## src/rtl/dac_sample_feeder.sv

```systemverilog
// Sample-pair FIFO feeding the two 14-bit DACs at a programmable rate.
// Inputs are signed samples; outputs are offset-binary words that idle at mid-scale.
module dac_sample_feeder #(
  parameter int unsigned DEPTH       = 16,
  parameter int unsigned PRIME_LEVEL = 8
) (
  input  logic                    sys_clk,
  input  logic                    rst_n,
  input  logic                    enable,
  input  logic [7:0]              rate_div,
  input  logic                    s_valid,
  output logic                    s_ready,
  input  logic [15:0]             s_data1,
  input  logic [15:0]             s_data2,
  output logic [13:0]             dac1_data,
  output logic [13:0]             dac2_data,
  output logic                    sample_stb,
  output logic                    running,
  output logic [$clog2(DEPTH):0]  level,
  output logic [15:0]             underflow_cnt
);

  localparam int unsigned AW = $clog2(DEPTH);
  localparam int unsigned LW = AW + 1;
  localparam logic [LW-1:0] FULL_LEVEL  = LW'(DEPTH);
  localparam logic [LW-1:0] PRIME_MARK  = LW'(PRIME_LEVEL);
  localparam logic [13:0]   MID_SCALE   = 14'h2000;

  typedef enum logic [1:0] {IDLE, PRIME, RUN} state_t;

  state_t          state, state_nx;
  logic [13:0]     mem1 [DEPTH];
  logic [13:0]     mem2 [DEPTH];
  logic [AW-1:0]   wr_ptr, rd_ptr;
  logic [7:0]      div_cnt;
  logic            armed;
  logic            flush, tick, push, pop, underrun;
  logic [13:0]     conv1, conv2;
  logic            unused_lsbs;

  // Offset binary: invert the sign bit, drop the two LSBs.
  assign conv1       = {~s_data1[15], s_data1[14:2]};
  assign conv2       = {~s_data2[15], s_data2[14:2]};
  assign unused_lsbs = ^{s_data1[1:0], s_data2[1:0]};

  assign s_ready = (level != FULL_LEVEL);

  always_comb begin
    state_nx = state;
    flush    = 1'b0;
    case (state)
      IDLE:  if (enable) state_nx = PRIME;
      PRIME: begin
        if (!enable) begin
          state_nx = IDLE;
          flush    = 1'b1;
        end else if (level >= PRIME_MARK) begin
          state_nx = RUN;
        end
      end
      RUN: begin
        if (!enable) begin
          state_nx = IDLE;
          flush    = 1'b1;
        end
      end
      default: state_nx = IDLE;
    endcase
  end

  // The divider is held for the first RUN cycle so the first tick lands rate_div+1 cycles after running rises.
  assign tick     = (state == RUN) && enable && armed && (div_cnt == rate_div);
  assign pop      = tick && (level != '0);
  assign underrun = tick && (level == '0);
  assign push     = s_valid && s_ready && !flush;

  always_ff @(posedge sys_clk or negedge rst_n) begin
    if (!rst_n) begin
      state   <= IDLE;
      running <= 1'b0;
    end else begin
      state   <= state_nx;
      running <= (state_nx == RUN);
    end
  end

  always_ff @(posedge sys_clk or negedge rst_n) begin
    if (!rst_n) begin
      armed   <= 1'b0;
      div_cnt <= '0;
    end else if (state != RUN || state_nx != RUN) begin
      armed   <= 1'b0;
      div_cnt <= '0;
    end else if (!armed) begin
      armed   <= 1'b1;
      div_cnt <= '0;
    end else if (tick) begin
      div_cnt <= '0;
    end else begin
      div_cnt <= div_cnt + 8'd1;
    end
  end

  always_ff @(posedge sys_clk) begin
    if (push) begin
      mem1[wr_ptr] <= conv1;
      mem2[wr_ptr] <= conv2;
    end
  end

  always_ff @(posedge sys_clk or negedge rst_n) begin
    if (!rst_n) begin
      wr_ptr <= '0;
      rd_ptr <= '0;
      level  <= '0;
    end else if (flush) begin
      wr_ptr <= '0;
      rd_ptr <= '0;
      level  <= '0;
    end else begin
      if (push) wr_ptr <= wr_ptr + 1'b1;
      if (pop)  rd_ptr <= rd_ptr + 1'b1;
      case ({push, pop})
        2'b10:   level <= level + 1'b1;
        2'b01:   level <= level - 1'b1;
        default: level <= level;
      endcase
    end
  end

  always_ff @(posedge sys_clk or negedge rst_n) begin
    if (!rst_n) begin
      dac1_data     <= MID_SCALE;
      dac2_data     <= MID_SCALE;
      sample_stb    <= 1'b0;
      underflow_cnt <= '0;
    end else begin
      sample_stb <= pop;
      if (state_nx == IDLE) begin
        dac1_data <= MID_SCALE;
        dac2_data <= MID_SCALE;
      end else if (pop) begin
        dac1_data <= mem1[rd_ptr];
        dac2_data <= mem2[rd_ptr];
      end
      if (underrun && underflow_cnt != '1)
        underflow_cnt <= underflow_cnt + 16'd1;
    end
  end

endmodule

```

## config.mk

```make
export PLATFORM = sky130hd
export DESIGN_NAME = dac_sample_feeder
export DESIGN_NICKNAME = d
export VERILOG_FILES = /design/src/rtl/dac_sample_feeder.sv
export SDC_FILE = /design/constraint.sdc
export NUM_CORES = 1
export LEC_CHECK = 0
export CORE_ASPECT_RATIO = 1.4
export CORE_MARGIN = 2
export CORE_UTILIZATION = 60
export DETAILED_ROUTE_END_ITERATION = 8
export PLACE_DENSITY = 0.79
export RECOVER_POWER = 100
export SLEW_MARGIN = 20
export SYNTH_ARGS = -nofsm -noshare
export SYNTH_HDL_FRONTEND = slang
export SYNTH_SLANG_ARGS = --single-unit
export TNS_END_PERCENT = 10
```

## constraint.sdc

```tcl
create_clock -name sys_clk -period 5.3 [get_ports sys_clk]
set_input_delay 0.795 -clock sys_clk [delete_from_list [all_inputs] [get_ports sys_clk]]
set_output_delay 0.795 -clock sys_clk [all_outputs]
set_load 0.01 [all_outputs]
```

==> results.cfg, run 1 <==
[critical_path]
crit_arrival_ns = 4.32
critPathTopFamily = buffers and inverters
end_kind = flop
slowest_stage = clkbuf_1
crit_buf_inv = 1
rrSetupSlack_ns = 1.09
worstPathCellList = or3_1, or2_1, and2_0, nand3_1, nor3b_1, clkbuf_1
crit_required_ns = 5.41
r2r-start = level[1]
worstSetupStartpointType = flop
max_stage_delay_ns = 1.95
crit_path_start = level[1]
worstSetupPathType = flop to flop
path_max_fanout = 28

[cts]
cts_buffer_depth = 3
h-tree-depth = 2
cts_hold_buf = 0
clkLatencyLatePin_ns = 0.57
clock-root-buffer = clkbuf_16
cts_resized = 0
postCtsSetupBuffers = 0
cts_sinks = 518
cts_buffers = 46
path_clk_slew_ns = 0.07
cts_tree = done

[logic_synthesis]
yosys_warnings = 0
synth_compound_area_share_pct = 2.32
synth_edf_count = 448
ys.flop_type = edfxtp_1
syn_nets = 1051
synth_seq_cells = 518
synthSimpleGateAreaFrac_pct = 3.60
synthMuxAreaShare_pct = 15.4
netlist_area_um2 = 20400
synth_xor_xnor_area_share_pct = 1.63
seq_area_frac_synth_pct = 74.5
ys_async_sr_fraction_pct = 13.5
synth_cell_type_count = 53
syn_inst = 994
synth.avg_cell_area_um2 = 20.5
synthAdderAreaFrac_pct = 0.797
synth_top_family_by_area = multiplexers

[timing]
clock_skew_ns = 0.0192
final_max_slew_viol_count = 450
hold_violations = 0
layout_setup_ws_ns = 1.09
finalSetupViolations = 0
maxSlewHeadroom_pct = -79.8
fin_crit_ns = 4.21
max_freq_ghz = 0.238
rsz0062_at_grt = false
setup_tns_ns = 0
tightest_slew_ns = 2.70
fin_crit_sh_pct = 79.4

[finish]
mostFrequentLayoutCell = edfxtp_1
final_cell_mix = edfxtp_1, mux4_2, dlygate4sd3_1, dfrtp_1, clkbuf_16
syn2layout_area_growth_pct = 14.6
final_nets = 1166
drive_gt1_share_pct = 21.0
multi_input_area_um2 = 4830
seq_area_um2 = 15200
fill_cells = 2071

[route]
ant_nets = 0
drt-wirelength-per-cell_um = 27.9
drc = 0
drt_first_iter_violations = 1074
vias_per_cell = 6.40
via_count = 10200
dr.pass1.iters = 5
wirelength_um = 44500

[global_route]
antenna_found_initial = 3
overflow = 0
grt_max_degree = 71
first_global_vias = 10700
grtUsageTotal_pct = 25.9
grt_pass1_wl_um = 67200

[status]
violations = max-capacitance violations, max-slew violations
status = complete, but fails checks

[floorplanning]
design.core.area_um2 = 33400
dieHeight_um = 222
num_io_pins = 96
dieArea_um2 = 35500
die_width_um = 160
rows = 79
initial_core_util_pct = 61.1

[place]
hpwl_um = 21900
dp_slack_ns = 1.53
io_buffers = 91
place_congestion = 0.818

[pwr]
power.leakage_uw = 0.00782
ir_drop_mv = 0.273
cellPowerDensity_nw_per_um2 = 400

[hold_path]
hold_path.class = input port to async pin

[flow_run]
drv_cap = 16
## state kept, by name, indices dropped and copies added, names as in the netlist
name / flops
armed: 1
dac1_data: 14
dac2_data: 14
div_cnt: 8
level: 5
mem1: 224
mem2: 224
rd_ptr: 4
running: 1
sample_stb: 1
state: 2
underflow_cnt: 16
wr_ptr: 4
## area by class of cell
class / count / share of cell area [%]
antenna: 1 / 0.0107
clock buffer: 58 / 5.37
clock inverter: 26 / 1.57
inverter: 41 / 0.663
multi-input combinational: 394 / 20.6
sequential: 518 / 65.0
tap: 445 / 2.38
timing repair buffer: 108 / 4.34
## worst register-to-register path, cell delays in order (launching register included)
cell and delay [ns]:
dfrtp_1 0.49, or3_1 0.23, or2_1 0.14, and2_0 0.43, nand3_1 0.28, nor3b_1 0.24
clkbuf_1 1.95
## synth_stat cells, types with 5 or more instances
cell	number	area share (%)
buf_2	14	0.34
mux4_2	134	15
o21ai_0	8	0.20
buf_4	6	0.22
a21oi_1	9	0.22
nor2_1	29	0.53
xnor2_1	22	0.94
nand2_1	23	0.42
and2_1	5	0.15
ha_1	13	0.80
mux2_2	8	0.44
inv_1	40	0.74
nand3_1	14	0.34
edfxtp_1	448	66
nand4_1	11	0.34
buf_1	8	0.15
xor2_1	16	0.69
dfrtp_1	68	8.3
clkbuf_1	13	0.24
o2bb2ai_1	26	1.1
and3_1	14	0.43
nor3_1	16	0.39
## cell families (layout without fill, tap and decap cells)
family,count (synthesis),after routing
DFF,518,518
and+or+nand+nor,135,135
xor gates and xnor gates,38,38
adders and majority gates,13,13
muxes,146,146
other,0,1
buffers and inverters,82,233
AOI/OAI and AO/OA,62,62
## power by group
group	switching [uW]	internal (uW)	total (uW)	leakage [uW]
combinational	631	314	945	0.00203
clock	1450	2120	3580	0.000801
sequential	122	4720	4840	0.00499
## final timing paths
path / to / cells past startpoint
min in group sys_clk: dac2_data[13] / 2
hold reg to reg: dac2_data[13] / 2
setup reg to reg: mem1[7][4] / 6
setup / recovery: mem1[7][4] / 6
max in group asynchronous: rd_ptr[0] / 1
hold / removal: dac2_data[10] / 1
## routing by layer
metal  vias up  GRT usage [%]  wire [um]
met4         4           9.27       1410
met3        97           4.03       3500
met2       497           44.2      23300
met1      5326           34.3      16200
met5         -              0         25
li1       4265              -          -
## stage by stage
stage	utilization, %	area, um2	cells	power (uW)	hold WS [ns]
2_1_floorplan	-	20400	994	5460	0.470
6_report	70.0	23400	1591	9370	0.275
4_1_cts	70.4	23500	1590	9440	0.448
3_3_place_gp	65.5	21900	1506	5820	0.453
5_1_grt	70.0	23400	1591	9650	0.315
3_5_place_dp	65.5	21900	1506	5880	0.461
(Power assumes the default switching activity.)
==> run 2, diff against run 1 <==
Settings changed: CORE_UTILIZATION 60 to 54, PLACE_DENSITY 0.79 to 0.75.
Clock period 5.3 ns to 3.6 ns, I/O delays scaled along.
==> run 2 against run 1 <==
  * The run still ends with max-capacitance violations, max-slew violations left
  * Via count fell by 1.4%
  * Sequential share of layout area shrank 0.35 points
  * Combinational power is 49% higher
  * Wire length fell by 4.9%
  * First-iteration DRC count fell by 14%
  * Sequential power rose by 47%
  * Largest cell class unchanged
  * Highest routed layer unchanged
==> results.cfg, run 2 (synthesis results as in run 1) <==
[floorplanning]
rows = 84
design.core.area_um2 = 37400
dieHeight_um = 234
dieArea_um2 = 39400
die_width_um = 168
initial_core_util_pct = 54.6
num_io_pins = 96

[global_route]
grtUsageTotal_pct = 22.0
grt_pass1_wl_um = 63700
grt_max_degree = 71
antenna_found_initial = 1
met1_usage_pct = 29.0
first_global_vias = 10400
overflow = 0
busiest_layer = met2
grtUsageMet3_pct = 3.39
use_met2_pct = 38.6

[critical_path]
crit_path_start = level[2]
end_kind = flop
worstSetupStartpointType = flop
crit_arrival_ns = 3.41
r2r-start = level[2]
worstSetupPathType = flop to flop
crit_required_ns = 3.77
cp-endpoint = mem2[11][7]
path_max_fanout = 28
worstRegToRegCells = 6
reg2reg_to = mem2[11][7]
rrSetupSlack_ns = 0.36

[cts]
cts_resized = 0
clock-root-buffer = clkbuf_16
cts_buffers = 46
cts_sinks = 518
cts_tree = done
postCtsSetupBuffers = 0
cts_hold_buf = 0
path_clk_slew_ns = 0.06
clkLatencyLatePin_ns = 0.56
cts_buffer_depth = 3
h-tree-depth = 2

[timing]
final_max_slew_viol_count = 71
layout_setup_ws_ns = 0.359
fin_crit_sh_pct = 90.0
maxSlewHeadroom_pct = -33.1
fin_crit_ns = 3.24
finalSetupViolations = 0
holdWs_ns = 0.460
clock_skew_ns = 0.0217
hold_violations = 0
max_freq_ghz = 0.309
rsz0062_at_grt = false
tightest_slew_ns = 2.00

[hold_path]
hold_path.class = flop to flop

[finish]
final_cell_mix = edfxtp_1, mux4_2, dlygate4sd3_1, dfrtp_1, clkbuf_16
final_nets = 1186
mostFrequentLayoutCell = edfxtp_1
syn2layout_area_growth_pct = 15.2
drive_gt1_share_pct = 21.7
fill_cells = 2549
reg_top3 = mem1 (224), mem2 (224), underflow_cnt (16)
multi_input_area_um2 = 4830
fin_area_um2 = 23500
fin_cells = 1639
seq_area_um2 = 15200

[place]
placedCellCount = 1554
io_buffers = 91
placed_area_um2 = 22200
dp_slack_ns = 0.252
place_congestion = 0.821
hpwl_um = 23100

[pwr]
p_total_uw = 13500
power.leakage_uw = 0.00789
cellPowerDensity_nw_per_um2 = 574
ir_drop_mv = 0.438

[route]
vias_per_cell = 6.13
drt_first_iter_violations = 924
drt-wirelength-per-cell_um = 25.8
dr.pass1.iters = 5
drc = 0
wirelength_um = 42300
ant_nets = 0
via_count = 10000

[status]
violations = max-capacitance violations, max-slew violations
status = complete, but fails checks

[flow_run]
drv_cap = 1
run 2: worst max-delay path, stage by stage (launching register included):
cell and delay, ns:
dfrtp_1 0.50, or3_1 0.24, or2_0 0.17, and2_0 0.49
nand3_1 0.35, nor3b_1 0.33, clkbuf_2 0.77
run 2: power by group:
group / internal [uW] / leakage [uW] / total (uW) / switching [uW]
sequential: 6930 / 0.00499 / 7100 / 170
clock: 2890 / 0.000748 / 4980 / 2100
combinational: 480 / 0.00215 / 1410 / 933
run 2: area by class of cell:
type,count,area share [%]
multi-input cells,394,20.5
clock inverters,25,1.20
inverters,41,0.660
diodes,1,0.0106
flip-flops and latches,518,64.7
clock buffers,59,5.31
repair buffers,128,5.06
well taps,473,2.52
run 2: metrics by stage:
stage          utilization (%)  TNS (ns)
5_1_grt                   62.9         0
2_1_floorplan                -    -17.58
3_3_place_gp              59.4         0
3_5_place_dp              59.4         0
4_1_cts                   63.5         0
6_report                  62.9         0
run 2: metal layers:
layer	routed length, um	up-vias
li1	-	4322
met1	16500	5278
met2	22200	370
met3	2610	75
met4	1020	2
met5	13	-
run 2: how the worst min path moves through the flow:
stage,startpoint,to,slack [ns],depth (start not counted)
after floorplan,rst_n,armed,0.24,0
final,dac2_data[13],dac2_data[13],0.46,2
after global routing,dac1_data[13],dac1_data[13],0.48,2
after CTS,rst_n,dac2_data[10],0.18,1
after detailed placement,dac2_data[13],dac2_data[13],0.46,2
after global placement,dac2_data[13],dac2_data[13],0.45,2
==> run 3, diff against run 2 <==
Settings changed: CORE_UTILIZATION 54 to 65, PLACE_DENSITY 0.75 to 0.82.
Clock period 3.6 ns to 4.2 ns, I/O delays scaled along.
==> run 3 against run 2 <==
  * The run still ends with max-capacitance violations, max-slew violations left
  * Non-clock buffer count is 3 lower
  * Wire length rose by 8.2%
  * Core utilization grew 13 points
  * Critical endpoint is now mem2[0][1]
==> results.cfg, run 3 (synthesis results as in run 1) <==
[cts]
cts_buffer_depth = 3
cts_sinks = 518
cts_resized = 0
cts_hold_buf = 0
path_clk_slew_ns = 0.06
clkLatencyLatePin_ns = 0.57
cts_tree = done
h-tree-depth = 2
postCtsSetupBuffers = 0
clock-root-buffer = clkbuf_16
cts_buffers = 45

[critical_path]
slowest_stage = clkbuf_1
crit_buf_inv = 2
end_kind = flop
critPathTopFamily = buffers and inverters
crit_arrival_ns = 3.78
rrSetupSlack_ns = 0.57
worstPathCellList = inv_1, ha_1, nand2b_1, o211a_1, and3_1, clkbuf_1
worstSetupPathType = flop to flop
max_stage_delay_ns = 1.18
path_max_fanout = 19
worstSetupStartpointType = flop
crit_required_ns = 4.36

[timing]
setup_tns_ns = 0
max_freq_ghz = 0.276
fin_crit_sh_pct = 86.3
finalSetupViolations = 0
clock_skew_ns = 0.0152
final_max_slew_viol_count = 129
tightest_slew_ns = 2.03
hold_violations = 0
rsz0062_at_grt = false
fin_crit_ns = 3.63
maxSlewHeadroom_pct = -35.1

[finish]
seq_area_um2 = 15200
drive_gt1_share_pct = 21.4
final_cell_mix = edfxtp_1, mux4_2, dlygate4sd3_1, dfrtp_1, clkbuf_16
multi_input_area_um2 = 4820
final_nets = 1182
syn2layout_area_growth_pct = 14.2
mostFrequentLayoutCell = edfxtp_1
fin_area_um2 = 23300
fill_cells = 1663
reg_top3 = mem1 (224), mem2 (224), underflow_cnt (16)

[place]
place_congestion = 0.815
hpwl_um = 24100
placed_area_um2 = 22000
io_buffers = 91

[status]
violations = max-capacitance violations, max-slew violations
status = complete, but fails checks

[floorplanning]
design.core.area_um2 = 30800
die_width_um = 154
dieArea_um2 = 32900
num_io_pins = 96
dieHeight_um = 214
rows = 76
initial_core_util_pct = 66.3

[route]
drt_first_iter_violations = 1171
ant_nets = 0
wirelength_um = 45700
vias_per_cell = 6.75
dr.pass1.iters = 7
via_count = 10500
drt-wirelength-per-cell_um = 29.4
drc = 0

[global_route]
overflow = 0
grtUsageTotal_pct = 28.9
antenna_found_initial = 3
grt_max_degree = 71
grt_pass1_wl_um = 68900
first_global_vias = 10900

[pwr]
power.leakage_uw = 0.00784
ir_drop_mv = 0.441
cellPowerDensity_nw_per_um2 = 496

[hold_path]
hold_path.class = flop to flop

[flow_run]
drv_cap = 5
==> run 3: changes by cell type in the layout (fill, tap and decap cells not counted), sizes merged <==
cell	before	now
clkbuf	83	81
inv	40	42
clkinv	17	13
diode	1	4
==> run 3: area by class of cell <==
cell class,instances,share of cell area (%)
sequential,518,65.3
multi-input combinational,394,20.7
clock buffer,60,5.25
timing repair buffer,125,4.83
tap,390,2.09
clock inverter,23,1.16
inverter,41,0.666
antenna,4,0.0429
==> run 3: final timing paths <==
| path | cells past startpoint | endpoint | start |
|---|---|---|---|
| setup / recovery | 6 | mem2[0][1] | state[1] |
| hold / removal | 2 | dac2_data[13] | dac2_data[13] |
| setup reg to reg | 6 | mem2[0][1] | state[1] |
| hold reg to reg | 2 | dac2_data[13] | dac2_data[13] |
| max in group asynchronous | 1 | rd_ptr[1] | rst_n |
| min in group asynchronous | 1 | div_cnt[5] | rst_n |
==> run 3: worst register-to-register path, cell delays in order, from the launching register on <==
cell and delay, ns:
dfrtp_1 0.41, inv_1 0.08, ha_1 0.31, nand2b_1 0.22
o211a_1 0.38, and3_1 0.64, clkbuf_1 1.18
==> run 3: metal layers <==
layer	vias to the layer above	part of all wire (%)	routed length, um	GRT usage (%)
li1	4306	-	-	-
met2	629	52	23800	49.1
met3	111	8.6	3940	4.57
met4	0	3.5	1600	11.2
met5	-	0	0	0
met1	5450	36	16400	38.6
==> run 3: power by group <==
| part | total, uW | leakage [uW] | switching (uW) | internal [uW] |
|---|---|---|---|---|
| Sequential | 6110 | 0.00499 | 167 | 5950 |
| Clock | 4220 | 0.000730 | 1790 | 2430 |
| Combinational | 1220 | 0.00211 | 814 | 408 |
==> run 3: per-stage QoR <==
step | hold WS (ns) | total power, uW | setup WS (ns) | util (%) | std cells
2_1_floorplan | 0.334 | 6890 | 0.349 | - | 994
3_3_place_gp | 0.461 | 7380 | 0.682 | 71.3 | 1468
3_5_place_dp | 0.465 | 7440 | 0.650 | 71.3 | 1468
4_1_cts | 0.271 | 11700 | 1.14 | 76.2 | 1551
5_1_grt | 0.500 | 11900 | 0.427 | 75.6 | 1552
6_report | 0.473 | 11600 | 0.575 | 75.7 | 1555
